<file path="src/rtl/psum_wb_sched_pkg.sv">
`default_nettype none
// ============================================================================
// Module   : psum_wb_sched_pkg
// Brief    : Shared constants, state encoding and width helper for the PSUM
//            write-back scheduler.
// Revision : 1.0 - initial release
// ============================================================================
package psum_wb_sched_pkg;

    localparam int LENROW           = 14;
    localparam int PSUM_NUM         = 9;
    localparam int PSUM_ADDR_STRIDE = 256;

    typedef enum logic [0:0] {
        ST_IDLE = 1'b0,
        ST_XFER = 1'b1
    } wb_state_e;

    // Never returns zero so single-entry fields still get one bit.
    function automatic int clog2_min1(input int v);
        return (v <= 2) ? 1 : $clog2(v);
    endfunction

endpackage
`default_nettype wire

</file>
<file path="src/rtl/psum_rr_pick.sv">
`default_nettype none
// ============================================================================
// Module   : psum_rr_pick
// Brief    : Combinational round-robin picker; first request strictly after
//            ptr_i, wrapping modulo NUM.
// Revision : 1.0 - initial release
// ============================================================================
module psum_rr_pick
    import psum_wb_sched_pkg::*;
#(
    parameter int NUM  = 9,
    parameter int ID_W = clog2_min1(9)
) (
    input  logic [NUM-1:0]  req_i,
    input  logic [ID_W-1:0] ptr_i,
    output logic [ID_W-1:0] id_o,
    output logic [NUM-1:0]  onehot_o,
    output logic            any_o
);

    logic [2*NUM-1:0] w_dbl;
    logic [NUM-1:0]   w_rot;
    logic [ID_W:0]    w_start;
    logic [ID_W:0]    w_k;
    logic [ID_W:0]    w_sum;
    logic [ID_W:0]    w_id_ext;

    assign w_dbl   = {req_i, req_i};
    assign w_start = (ID_W+1)'(ptr_i) + (ID_W+1)'(1);
    // Bit k of the rotated view is requester (ptr+1+k) mod NUM.
    assign w_rot   = w_dbl[w_start +: NUM];

    always_comb begin
        w_k = '0;
        for (int k = NUM - 1; k >= 0; k--) begin
            if (w_rot[k]) begin
                w_k = (ID_W+1)'(k);
            end
        end
    end

    assign w_sum    = w_start + w_k;
    assign w_id_ext = (w_sum >= (ID_W+1)'(NUM)) ? (w_sum - (ID_W+1)'(NUM)) : w_sum;
    assign id_o     = w_id_ext[ID_W-1:0];
    assign any_o    = |req_i;
    assign onehot_o = any_o ? ({{(NUM-1){1'b0}}, 1'b1} << id_o) : '0;

endmodule
`default_nettype wire

</file>
<file path="src/rtl/psum_wb_sched.sv">
`default_nettype none
// ============================================================================
// Module   : psum_wb_sched
// Brief    : Round-robin write-back scheduler sharing one GB write port among
//            the PSUM accumulators, with per-PSUM address counters.
// Revision : 1.0 - initial release
// ============================================================================
module psum_wb_sched
    import psum_wb_sched_pkg::*;
#(
    parameter int NUM_PSUM    = PSUM_NUM,
    parameter int DATA_WIDTH  = 64,
    parameter int BURST_LEN   = LENROW,
    parameter int ADDR_STRIDE = PSUM_ADDR_STRIDE
) (
    input  logic                                clk,
    input  logic                                rst_n,
    input  logic                                blk_sta_i,
    input  logic                                blk_end_i,
    input  logic [NUM_PSUM-1:0]                 psum_req_i,
    input  logic [NUM_PSUM*DATA_WIDTH-1:0]      psum_dat_i,
    output logic [NUM_PSUM-1:0]                 psum_rd_o,
    output logic [NUM_PSUM-1:0]                 psum_gnt_o,
    output logic                                gb_val_o,
    output logic [DATA_WIDTH-1:0]               gb_dat_o,
    output logic [clog2_min1(NUM_PSUM)+clog2_min1(ADDR_STRIDE)-1:0] gb_addr_o,
    input  logic                                gb_rdy_i,
    output logic                                busy_o,
    output logic                                wb_done_o
);

    localparam int IDW = clog2_min1(NUM_PSUM);
    localparam int CW  = clog2_min1(ADDR_STRIDE);
    localparam int BW  = clog2_min1(BURST_LEN);

    wb_state_e             state_q, state_d;
    logic [IDW-1:0]        gnt_id_q, gnt_id_d;
    logic [NUM_PSUM-1:0]   gnt_q, gnt_d;
    logic [BW-1:0]         beat_cnt_q, beat_cnt_d;
    logic [IDW-1:0]        rr_ptr_q, rr_ptr_d;
    logic                  end_pend_q, end_pend_d;
    logic [CW-1:0]         wr_cnt_q [NUM_PSUM];
    logic [CW-1:0]         wr_cnt_d [NUM_PSUM];

    logic [DATA_WIDTH-1:0] w_dat [NUM_PSUM];
    logic [IDW-1:0]        w_pick_id;
    logic [NUM_PSUM-1:0]   w_pick_oh;
    logic                  w_pick_any;
    logic                  w_xfer;
    logic                  w_hs;
    logic                  w_last;

    for (genvar g = 0; g < NUM_PSUM; g++) begin : g_unpack
        assign w_dat[g] = psum_dat_i[g*DATA_WIDTH +: DATA_WIDTH];
    end

    psum_rr_pick #(
        .NUM  (NUM_PSUM),
        .ID_W (IDW)
    ) u_pick (
        .req_i    (psum_req_i),
        .ptr_i    (rr_ptr_q),
        .id_o     (w_pick_id),
        .onehot_o (w_pick_oh),
        .any_o    (w_pick_any)
    );

    assign w_xfer     = (state_q == ST_XFER);
    assign w_hs       = w_xfer & gb_rdy_i;
    assign w_last     = w_hs & (beat_cnt_q == BW'(BURST_LEN - 1));

    assign gb_val_o   = w_xfer;
    assign gb_dat_o   = w_xfer ? w_dat[gnt_id_q] : '0;
    assign gb_addr_o  = w_xfer ? {gnt_id_q, wr_cnt_q[gnt_id_q]} : '0;
    assign psum_rd_o  = w_hs ? gnt_q : '0;
    assign psum_gnt_o = gnt_q;
    assign busy_o     = w_xfer;
    assign wb_done_o  = end_pend_q & ~w_xfer & ~(|psum_req_i);

    always_comb begin
        state_d    = state_q;
        gnt_id_d   = gnt_id_q;
        gnt_d      = gnt_q;
        beat_cnt_d = beat_cnt_q;
        rr_ptr_d   = rr_ptr_q;
        end_pend_d = end_pend_q;
        wr_cnt_d   = wr_cnt_q;

        if (blk_sta_i) begin
            // Block start aborts everything, including an in-flight beat.
            state_d    = ST_IDLE;
            gnt_id_d   = '0;
            gnt_d      = '0;
            beat_cnt_d = '0;
            rr_ptr_d   = IDW'(NUM_PSUM - 1);
            end_pend_d = 1'b0;
            for (int i = 0; i < NUM_PSUM; i++) begin
                wr_cnt_d[i] = '0;
            end
        end else begin
            if (blk_end_i) begin
                end_pend_d = 1'b1;
            end else if (wb_done_o) begin
                end_pend_d = 1'b0;
            end

            unique case (state_q)
                ST_IDLE: begin
                    if (w_pick_any) begin
                        state_d  = ST_XFER;
                        gnt_id_d = w_pick_id;
                        gnt_d    = w_pick_oh;
                    end
                end
                ST_XFER: begin
                    if (w_hs) begin
                        beat_cnt_d         = beat_cnt_q + BW'(1);
                        wr_cnt_d[gnt_id_q] = wr_cnt_q[gnt_id_q] + CW'(1);
                    end
                    if (w_last) begin
                        beat_cnt_d = '0;
                        gnt_d      = '0;
                        rr_ptr_d   = gnt_id_q;
                        state_d    = ST_IDLE;
                    end
                end
                default: state_d = ST_IDLE;
            endcase
        end
    end

    always_ff @(posedge clk or negedge rst_n) begin
        if (!rst_n) begin
            state_q    <= ST_IDLE;
            gnt_id_q   <= '0;
            gnt_q      <= '0;
            beat_cnt_q <= '0;
            rr_ptr_q   <= IDW'(NUM_PSUM - 1);
            end_pend_q <= 1'b0;
            for (int i = 0; i < NUM_PSUM; i++) begin
                wr_cnt_q[i] <= '0;
            end
        end else begin
            state_q    <= state_d;
            gnt_id_q   <= gnt_id_d;
            gnt_q      <= gnt_d;
            beat_cnt_q <= beat_cnt_d;
            rr_ptr_q   <= rr_ptr_d;
            end_pend_q <= end_pend_d;
            wr_cnt_q   <= wr_cnt_d;
        end
    end

endmodule
`default_nettype wire

</file>
<file path="config.mk">
export PLATFORM = sky130hd
export DESIGN_NAME = psum_wb_sched
export DESIGN_NICKNAME = d
export VERILOG_FILES = /design/src/rtl/psum_wb_sched_pkg.sv /design/src/rtl/psum_rr_pick.sv /design/src/rtl/psum_wb_sched.sv
export SDC_FILE = /design/constraint.sdc
export NUM_CORES = 1
export LEC_CHECK = 0
export ABC_AREA = 1
export ABC_CLOCK_PERIOD_IN_PS = 3600
export CAP_MARGIN = 20
export CORE_AREA = 4 4 266 268
export CTS_CLUSTER_DIAMETER = 150
export DETAILED_ROUTE_END_ITERATION = 8
export DIE_AREA = 0 0 270 272
export GPL_TIMING_DRIVEN = 0
export PLACE_DENSITY = 0.44
export SETUP_SLACK_MARGIN = 0.02
export SYNTH_ARGS = -nofsm -noshare
export SYNTH_HDL_FRONTEND = slang
export SYNTH_HIERARCHICAL = 1
export SYNTH_SLANG_ARGS = --single-unit
</file>
<file path="constraint.sdc">
create_clock -name clk -period 3.6 [get_ports clk]
set_input_delay 1.08 -clock clk [delete_from_list [all_inputs] [get_ports clk]]
set_output_delay 1.08 -clock clk [all_outputs]
set_load 0.01 [all_outputs]
</file>
* Word level (Yosys, flattened, before mapping)
Cells that the tools add are included.
** Word-level totals
- Flip-flop bits (word level) :: 95
- Output and inout bits :: 97
- Word-level logic and storage cells :: 95
** Cells by class
- Add/sub/neg operators :: 5
- Order comparisons :: 3
- Eq/ne operators :: 4
- Shifts and indexed selects :: 2
- Mux-type cells :: 46
- Bitwise logic cells :: 7
- Reductions and logical operators :: 13
** Operators by type and width (number)
- $bmux W64 S4 :: 1
- $mux W72 :: 3
- $mux W64 :: 3
- $mux W4 :: 20
- $bwmux W72 :: 1
- $mux W9 :: 4
- $bmux W8 S4 :: 1
- $demux W8 S4 :: 1
- $mux W8 :: 3
- $pmux W9 S2 :: 1
- $shiftx A18 B6 Y9 :: 1
- $mux W12 :: 1
- $reduce_and A2 Y1 :: 5
- $reduce_or A9 Y1 :: 1
- $shl A1 B4 Y9 const A :: 1
- $add A8 B1 Y8 const B :: 1
- $reduce_bool A2 Y1 :: 4
- $mux W1 :: 6
- $ne A3 B2 Y1 const B :: 2
- $reduce_bool A3 Y1 :: 2
- $add A4 B1 Y5 const B :: 1
- $add A5 B4 Y5 :: 1
- $ge A5 B4 Y1 const B :: 1
- $ge A5 B5 Y1 const B :: 1
- other kinds (10) :: 14

* Longest topological paths before layout
- Depth in word-level cells :: 18
- Depth in mapped cells :: 30
- Mapped depth without buffers :: 29

* By module
The synthesis kept the hierarchy.
** By module, submodules not included
- psum_wb_sched :: times used 1, cells an instance 1443, area each 9007.4 um^2, sequential area each 2378.5 um^2
- psum_rr_pick :: times used 1, cells an instance 193, area each 984.7 um^2, sequential area each 0.0 um^2

* Worst setup path after synthesis
No wires, ideal clock.
- Path kind :: input -> register
- Start point :: input psum_req_i[7]
- End point :: register gnt_q[0], in the netlist psum_gnt_o[0]
- Setup time :: 126 ps
- Arrival time :: 3605 ps
- Data required time :: 3474 ps
- Setup slack :: -131 ps
- Stages :: 24
- Buffers on the path :: 0
- Cell sequence :: inv_1 > o21ai_1 > or2_1 > nand3_1 > nand3_1 > nand2_1 > nand2_1 > nand2_1 > nand2_1 > nand2_1 > nand2_1 > ha_1 > fa_1 > inv_1 > nor2_2 > nand2_2 > o21ai_4 > nand2_4 > o21ai_4 > inv_2 > nand2_2 > nor2_1 > nand3_1 > o21ai_0
** On the way
- Cells in the longest elaborated chain, start to end :: 17
- Elaborated cells between the ends (all ways) :: 21
** RTL lines
- start, declared :: line psum_wb_sched.sv:20 : input logic [NUM_PSUM-1:0] psum_req_i,
- $shiftx A18 B6 Y9 (*) :: line psum_rr_pick.sv:31 : assign w_rot = w_dbl[w_start +: NUM];
- $mux W4 (8 in a row) :: line psum_rr_pick.sv:36 : if (w_rot[k]) begin
- $mux W4 (*) :: line psum_rr_pick.sv:36
- $add A5 B4 Y5 (*) :: line psum_rr_pick.sv:42 : assign w_sum = w_start + w_k;
- $ge A5 B4 Y1 :: line psum_rr_pick.sv:43 : assign w_id_ext = (w_sum >= (ID_W+1)'(NUM)) ? (w_sum - (ID_W+1)'(NUM)) : w_sum;
- $mux W4 (*) :: line psum_rr_pick.sv:43
- named net w_pick_id[2] :: line psum_wb_sched.sv:46 : logic [IDW-1:0] w_pick_id;
- $shl A1 B4 Y9 (*) :: line psum_rr_pick.sv:46 : assign onehot_o = any_o ? ({{(NUM-1){1'b0}}, 1'b1} << id_o) : '0;
- named net w_pick_oh[0] :: line psum_wb_sched.sv:47 : logic [NUM_PSUM-1:0] w_pick_oh;
- $mux W9 (*) :: line psum_wb_sched.sv:109 : if (w_pick_any) begin
- $pmux W9 S2 (*) :: line psum_wb_sched.sv:107 : unique case (state_q)
- $mux W9 (*) :: line psum_wb_sched.sv:89 : if (blk_sta_i) begin
- end signal, assigned :: line psum_wb_sched.sv:146 : gnt_q <= gnt_d;
- end, declared :: line psum_wb_sched.sv:38 : logic [NUM_PSUM-1:0] gnt_q, gnt_d;
Mark *: on every way through the listed nets, which the timed path passes. The rest lies on a longest branch. The select of a mux whose other input is x is not followed.
A chain may end at the register's enable or synchronous reset.

* Worst setup path after layout
- Start point :: input psum_req_i[5]
- End point :: register gnt_q[6], in the netlist psum_gnt_o[6]
Same word-level chain as after synthesis.

==> impl_results.md <==
* Status: complete, but fails checks
* Failing checks: setup timing
* HPWL Detailed at 84780 um
* Max VDD drop at 0.2455 mV
* Routed len/inst at 30.20 um
* Setup TNS at -1500 ps
* Count of flip-flops with a built-in enable after synthesis at 0
* Predominant post-synthesis flop cell: dfrtp_1
* Final slew viol count at 0
* Setup ws final at -185.6 ps
* Setup violators final at 12
* Pre-antenna DRT Iters at 5
* Fin crit period at 3786 ps
* CP Data Arrival Time at 4060 ps
* Routed vias/inst at 4.778
* RSZ-0062 raised after global routing: true
* Final Instance Area at 21260 um^2
* Layout cell share with drive strength beyond 1 at 23.43%
* Worst Tran Pin Value at 745.9 ps
* Hold depth at 2
* Maximum fanout along the worst path at 4
* HP Class: reg -> reg
* I/O Buffers at 685
* Slowest-stage cell, CP: fa_2
* FMAX at 0.2642 GHz
* Routed Antenna Nets at 0
* CTS clk-pin slew, worst paths at 80 ps
* Grt total ovfl at 0
* Syn_nets at 2236
* Die Area at 73440 um^2
* Largest net degree at the start of global routing at 56
* Clock Tree Buf Depth at 2
* Placed cell areas at 18010 um^2
* Routed Wire Length at 101100 um
* Leak at 9.247 nW
* Critical path required time at 3870 ps
* Layout Nets at 3023
* FP Rows at 96
* First-pass GRT wire length at 133100 um
* H-tree depth at 3
* Initial drt markers at 1291
* CTS Buf Count at 9
* Most frequent cells in the layout: clkdlybuf4s50_1, nand2_1, inv_1
* Endpoint class of the critical path: flop
* Cell Area, Synth at 9992 um^2
* Final GP Congestion at 0.9801
* Synth-to-Final Area Change at 112.7%
* Crit path kind: in -> reg
* # fillers at 7507
* Final period util at 105.2%
* Mapped Cells at 1636
* Crit start category: input port
* Max-slew headroom at 49.92%
* Commonest non-fill, non-tap cell in the layout: clkdlybuf4s50_1
* Initial Utilization at 14.62%
* All-layer global routing usage at 25.95%
* Vias at 16000
* Num ports at 687
* Hold path endpoint: wr_cnt_q[30]
* Reg2reg start: rr_ptr_q[2]
* R2R Setup Slk at -100 ps
* Worst Hold Slack at 486.2 ps
* Chip height at 272 um
* Slowest stage delay, CP at 570 ps
* Worst reg2reg path depth at 24
* CTS tree: done
* Reg2reg end: psum_gnt_o[6]
* Worst Skew at 11.05 ps
* Final hold vios at 0
* Hold Crit Start: wr_cnt_q[30]
* Fraction of registers with async set/reset at 100.0%
* Clock Sinks at 95
* Share of the yosys chip area belonging to registers at 23.80%
* Die W at 270 um
* Ys Warns at 6
* Vias in the first global route at 15800
* Initial antenna violation count at 91
* Core Box Area at 68350 um^2
* DRC Markers at 0
* Avg Cell Area, Syn at 6.108 um^2
* Yosys cell types at 49
* Clk root buf: clkbuf_16
* P per Cell Area at 612.3 nW/um^2
* Max-Cap Viols at 0
* Hold Buf Count CTS at 0
* CP most frequent cell: nand2_2
* Clock latency on the worst-skew pair at 360 ps
* Flops & latches, synth at 95
-- worst max path at each step --
| stage | end | cells after the start | slack (ps) | startpoint |
|---|---|---|---|---|
| after floorplan | psum_gnt_o[1] | 24 | -110 | psum_req_i[8] |
| final | psum_gnt_o[6] | 27 | -190 | psum_req_i[5] |
| after global routing | psum_gnt_o[6] | 27 | -390 | psum_req_i[5] |
| after CTS | psum_gnt_o[6] | 24 | -140 | psum_req_i[7] |
| after global placement | psum_gnt_o[8] | 1 | -2450 | rst_n |
| after detailed placement | gb_dat_o[0] | 10 | -1910 | gnt_id_q[0] |
-- state kept, by name, summed over array words and instances, names as in the netlist --
register,cells
gnt_id_q,4
psum_gnt_o,9
rr_ptr_q,4
wr_cnt_q,72
beat_cnt_q,4
busy_o,1
end_pend_q,1
-- synthesized netlist by cell type, types with 3 or more instances --
master    count  area (um^2)
nand2_2      10        62.56
ha_1          9        112.6
nand3_1      88        440.4
dfrtp_1      94         2352
buf_2        33        165.2
clkinv_1      4        15.01
nand3_2       7        70.07
and2_1        3        18.77
nand4_1      25        156.4
a22o_1       25        219.0
o21ai_0     165        825.8
buf_4         9        67.56
o22ai_1       5        31.28
nor2_1       44        165.2
inv_1       134        503.0
clkbuf_1     60        225.2
a22oi_1     132        991.0
a221oi_1     39        341.6
a21oi_1     108        540.5
nor2_2        7        43.79
o31ai_1       3        22.52
buf_1        10        37.54
o21ai_1       8        40.04
inv_2         9        33.78
o21ai_2       3        26.28
buf_6         3        33.78
nand2_1     571         2143
-- critical path: cells and delay by family --
kind / cells / cell delay [ps]
buffers and inverters: 3 / 220
AO/OA/AOI/OAI: 3 / 530
adder cells (fa/ha/maj): 2 / 740
AND/OR/NAND/NOR: 19 / 1480
-- logic make-up after synthesis --
family,after synthesis,share of synthesized area [%]
and+or+nand+nor,769,32.22
AOI/OAI and AO/OA,495,31.32
buffers and inverters,262,10.82
DFF,95,23.80
adders and majority gates,10,1.327
xor gates and xnor gates,5,0.5135
-- through the flow --
step,worst slack [ps],power [mW],std cells,util [%]
floorplan,-107.7,5.257,1636,-
CTS,-136.0,12.25,3293,29.91
global route,-385.4,13.73,3327,31.02
detailed placement,-1910,9.309,3204,26.35
finish,-185.6,13.02,3349,31.10
global placement,-2448,9.275,3203,26.32
-- per-layer routing --
metal	vias to the layer above	wire, um	GRT usage, %
met4	66	4256	8.934
li1	7238	-	-
met1	7766	39290	30.25
met3	193	12420	13.23
met5	-	420	0
met2	738	44750	41.18
-- report_power, final --
group          switching [mW]  total, mW  internal [mW]  leakage [nW]
combinational            6.10       10.8           4.74          7.79
clock                   0.482      0.971          0.489         0.142
sequential             0.0712       1.21           1.13          1.31
total                    6.65       13.0           6.36          9.25
-- what timing repair did --
item	4_1_cts	5_1_grt
endpoints found under the setup margin	99	84
cloned	6	2
setup buffers	68	21
pin swaps	132	97
resized for setup	802	179
hold endpoints to repair	0	0
-- cell type report --
class	count	area, um^2	share of cell area (%)
clock buffer	10	229.0	1.077
clock inverter	6	57.56	0.2708
antenna	39	97.59	0.4591
sequential	95	2382	11.21
multi-input combinational	1279	7776	36.58
tap	882	1104	5.192
buffer	109	1240	5.834
inverter	147	574.3	2.702
timing repair buffer	782	7795	36.67
Note: power is estimated with default switching activity, not from simulation.
